## src/rtl/gfu_issue_sched.sv

```systemverilog
// Issue scheduler for the general functional units: round-robin grant among
// eligible FUs, per-FU busy tracking and a shifting writeback reservation table.
module gfu_issue_sched #(
  parameter int unsigned NUM_FU   = 4,
  parameter int unsigned LAT_W    = 3,
  parameter int unsigned WB_DEPTH = 8,
  localparam int unsigned SEL_W   = (NUM_FU > 1) ? $clog2(NUM_FU) : 1
) (
  input  logic                    CLK,
  input  logic                    nRST,
  input  logic [NUM_FU-1:0]       req,
  input  logic [NUM_FU*LAT_W-1:0] fu_lat,
  input  logic [NUM_FU-1:0]       fu_done,
  input  logic                    stall,
  input  logic                    flush,
  output logic [NUM_FU-1:0]       grant,
  output logic                    grant_valid,
  output logic [NUM_FU-1:0]       fu_busy,
  output logic                    wb_valid,
  output logic [SEL_W-1:0]        wb_sel
);

  localparam int unsigned RES_W = (WB_DEPTH > 1) ? $clog2(WB_DEPTH) : 1;

  logic [NUM_FU-1:0]   busy_q, busy_d;
  logic [WB_DEPTH-1:0] res_v_q, res_v_d;
  logic [SEL_W-1:0]    res_id_q [WB_DEPTH];
  logic [SEL_W-1:0]    res_id_d [WB_DEPTH];
  logic [SEL_W-1:0]    rr_q, rr_d;

  logic [LAT_W-1:0]    lat_eff [NUM_FU];
  logic [NUM_FU-1:0]   eligible;
  logic [SEL_W-1:0]    gnt_idx;
  logic                gnt_any;
  logic                gnt_v;
  logic [RES_W-1:0]    ins_idx;

  // Eligibility looks at res[L], which becomes res[L-1] after this edge's shift.
  always_comb begin
    for (int unsigned i = 0; i < NUM_FU; i++) begin
      lat_eff[i] = fu_lat[i*LAT_W +: LAT_W];
      if (lat_eff[i] == '0) lat_eff[i] = LAT_W'(1);
      eligible[i] = req[i] & ~busy_q[i] & ~res_v_q[RES_W'(lat_eff[i])];
    end
  end

  always_comb begin
    int unsigned idx;
    gnt_any = 1'b0;
    gnt_idx = '0;
    for (int unsigned off = 0; off < NUM_FU; off++) begin
      idx = (32'(rr_q) + off) % NUM_FU;
      if (!gnt_any && eligible[idx[SEL_W-1:0]]) begin
        gnt_any = 1'b1;
        gnt_idx = idx[SEL_W-1:0];
      end
    end
    gnt_v = gnt_any & ~stall & ~flush & nRST;
    grant = '0;
    if (gnt_v) grant[gnt_idx] = 1'b1;
    ins_idx = RES_W'(lat_eff[gnt_idx]) - RES_W'(1);
  end

  always_comb begin
    res_v_d = {1'b0, res_v_q[WB_DEPTH-1:1]};
    for (int unsigned j = 0; j < WB_DEPTH - 1; j++) res_id_d[j] = res_id_q[j+1];
    res_id_d[WB_DEPTH-1] = '0;
    if (gnt_v) begin
      res_v_d[ins_idx]  = 1'b1;
      res_id_d[ins_idx] = gnt_idx;
    end
    busy_d = (busy_q & ~fu_done) | grant;
    rr_d   = rr_q;
    if (gnt_v) rr_d = (gnt_idx == SEL_W'(NUM_FU - 1)) ? '0 : gnt_idx + SEL_W'(1);
    if (flush) begin
      res_v_d = '0;
      busy_d  = '0;
    end
  end

  always_ff @(posedge CLK or negedge nRST) begin
    if (!nRST) begin
      busy_q  <= '0;
      res_v_q <= '0;
      rr_q    <= '0;
      for (int unsigned j = 0; j < WB_DEPTH; j++) res_id_q[j] <= '0;
    end else begin
      busy_q  <= busy_d;
      res_v_q <= res_v_d;
      rr_q    <= rr_d;
      for (int unsigned j = 0; j < WB_DEPTH; j++) res_id_q[j] <= res_id_d[j];
    end
  end

  assign grant_valid = gnt_v;
  assign fu_busy     = busy_q;
  assign wb_valid    = res_v_q[0];
  assign wb_sel      = res_v_q[0] ? res_id_q[0] : '0;

endmodule

```

## config.mk

```make
export PLATFORM = sky130hd
export DESIGN_NAME = gfu_issue_sched
export DESIGN_NICKNAME = d
export VERILOG_FILES = /design/src/rtl/gfu_issue_sched.sv
export SDC_FILE = /design/constraint.sdc
export NUM_CORES = 1
export LEC_CHECK = 0
export CORE_MARGIN = 8
export CORE_UTILIZATION = 35
export DETAILED_ROUTE_END_ITERATION = 10
export HOLD_SLACK_MARGIN = 0.15
export PLACE_DENSITY = 0.58
export REMOVE_ABC_BUFFERS = 1
export SLEW_MARGIN = 40
export SYNTH_ARGS = -nofsm -noshare
export SYNTH_HDL_FRONTEND = slang
export SYNTH_SLANG_ARGS = --single-unit
```

## constraint.sdc

```tcl
create_clock -name CLK -period 7.9 [get_ports CLK]
set_input_delay 1.58 -clock CLK [delete_from_list [all_inputs] [get_ports CLK]]
set_output_delay 1.58 -clock CLK [all_outputs]
set_load 0.1 [all_outputs]
```

==> metrics <==
Synth area leaders=dfrtp_1, mux2_2, mux2i_1, ha_1, and2_1; Post-synth EDFFs=0; crit path max fanout=15; drt wl/cell=roughly 17 um; hold buffers post-CTS=0; Placement Setup Slack=1.778 ns; Seq/Total Area, Yosys=0.4062; total grt overflow=0; critical path type=in2out; final worst slack=around 1.7 ns; Peak supply drop=0.0001240 V; Avg Inst Size Synth=10.56 um2; ys flop type=dfrtp_1; Die Wd=88.67 um; starting DRC count in detailed routing=87; Most Frequent Cell on Critical Path=and2_1; clock root buffer=clkbuf_8; vias in the first global route=roughly 1,600; pwr dens=227.1 nW/um2; global-route wire length before repair=8217 um; Leakage=1.071 nW; worst r2r dst=res_id_q[14]; worst endpoint data arrival time=4.58 ns; post-route ant nets=0; Post-Synthesis Cells=between 150 and 200; CTS H-tree depth=2; layout overhead on the synthesized area=26.34%; final worst-path cycle share=0.7792; post-route cell area=2335 um2; number of synthesized register bits=30; RSZ-0062 raised after global routing=false; setup violators final=0; slew margin rel.=0.6455; Worst-Skew Late Latency=roughly 0.29 ns; setup slack, reg-to-reg=3.48 ns; Worst Hold Path EP=res_id_q[14]; core footprint=5107 um2; die area=7861 um2; min-delay src=res_id_q[12]; 1st-pass router iterations=4; share of cells above drive strength 1=0.2361; starting density of the core=0.3618; count leader, synth=dfrtp_1; crit-path cells=clkdlybuf4s50_1, mux2_2, a221oi_2, o211ai_1, o221ai_1, and2_1, buf_4, inv_1, ha_1, and2_1, buf_2; Final min period=around 6.2 ns; CTS tree=built; Worst Hold Class=reg2reg; total wire length=between 4000 and 5000 um; GP Congestion=0.8903; DR vias=1,466; antenna cells=0; status=complete, no violations; WHS Path Cells=1; Resized Gates After CTS=0; drc violations=0; GRT Overall Usage=0.1383; Final #Nets=~240; count of pins over their slew limit=0; Max Cap Violations=0; Clock Skew=0.01082 ns; most frequent cells after synthesis=dfrtp_1, mux2_2, inv_1, nand2_1, mux2i_1; Critical Path Max Stage Delay=0.54 ns; clk buf depth=2; worst-margin pin slew=0.5286 ns; R2R cell count=13; dpl cell area=about 2200 um2; Synth Cell Area=1848 um2; Synth Warn #=0; Final HPWL DP=around 3800 um; Rows=26; worst flop-to-flop path startpoint=res_v_q[2]; post-synth top area cell=dfrtp_1; Worst setup SP type=primary input; DIE HEIGHT=about 89 um; Clock transition at path regs=0.06 ns; antenna violations before repair=0; Worst path slowest cell=clkdlybuf4s50_1; ys async rst share=1.000; Synth top area share=0.4062; CTS Sinks=30; CP required=6.32 ns; Fmax=162.5 MHz; Cell variety after synth=45; pin count of the biggest net entering global routing=32; Ports=36; final hold violation count=0; IO buf count=35; via/cell ratio=5.126; setup bufs post-CTS=0; Worst setup EP type=output pin; CTS Buf Count=5
==> state kept, by name (all words and copies together) (netlist names) <==
name and count:
res_id_q 16, res_v_q 8, fu_busy 4, rr_q 2
==> worst max-delay path: cells and delay by family <==
family	cells	cell delay (ns)
compound gates	3	0.95
fa+ha+maj	1	0.20
buf+inv	4	1.14
mux	1	0.38
simple gates	2	0.32
==> kinds of logic after synthesis <==
| kind of cell | Yosys count | share of synthesized area |
|---|---|---|
| AO/OA/AOI/OAI | 40 | 0.1726 |
| multiplexers | 29 | 0.1821 |
| AND/OR/NAND/NOR | 53 | 0.1645 |
| flip-flops | 30 | 0.4062 |
| buffers and inverters | 18 | 0.04062 |
| adder cells (fa/ha/maj) | 5 | 0.03385 |
==> through the flow <==
step | cells | hold WS (ns) | power (mW) | TNS, ns | util
after floorplan | 169 | 0.4392 | 0.3320 | -5.186 | -
after global placement | 278 | 0.4509 | 0.4000 | 0 | 0.4473
after detailed placement | 278 | 0.4508 | 0.4005 | 0 | 0.4385
after CTS | 286 | 0.4658 | 0.5347 | 0 | 0.4571
after global routing | 286 | 0.4747 | 0.5643 | 0 | 0.4571
final | 286 | 0.4634 | 0.5303 | 0 | 0.4571
==> how the worst max path moves through the flow <==
stage | to | cells past startpoint | start
6_report | grant[0] | 11 | fu_lat[6]
4_1_cts | grant[0] | 11 | fu_lat[6]
3_3_place_gp | grant[0] | 11 | fu_lat[6]
5_1_grt | grant[0] | 11 | fu_lat[6]
2_1_floorplan | grant[0] | 6 | fu_lat[4]
3_5_place_dp | res_id_q[14] | 14 | fu_lat[6]
==> area by class of cell <==
cell class / count / area (um2)
Fill cell: 488 / 2773
Tap cell: 70 / 87.58
Clock buffer: 6 / 82.58
Multi-Input combinational cell: 127 / 1028
Clock inverter: 2 / 12.51
Timing Repair Buffer: 39 / 327.8
Sequential cell: 30 / 750.7
Inverter: 12 / 45.04
==> cell usage in the layout, fill, tap and decap left out, types with 2 or more instances in the layout <==
master	n
mux2i_1	10
nor2_1	7
and2_1	8
buf_2	9
o211ai_1	2
buf_4	7
nand4_1	2
o221ai_1	2
a21boi_0	2
ha_1	5
nand2b_1	5
nand2_1	11
o21ai_0	6
dfrtp_1	30
o21bai_1	2
a211o_1	2
inv_1	11
a211oi_1	2
nor2b_1	7
o21a_1	6
clkdlybuf4s50_1	23
nor3_1	4
or3b_1	2
nor4b_2	2
a21oi_1	6
mux2_1	2
clkbuf_8	6
mux2_2	15
mux4_2	2
==> power by group <==
group          switching [mW]  total (mW)  internal [mW]
clock                  0.0616       0.132         0.0699
combinational           0.132       0.215         0.0834
sequential             0.0108       0.183          0.173
==> metal layers <==
layer,GRT usage,vias to the layer above,part of all wire
met5,0,-,0
met4,0.05991,0,0.017
met3,0.03064,8,0.042
met2,0.2237,42,0.47
met1,0.1713,702,0.47
li1,-,714,-
(Power assumes the default switching activity.)
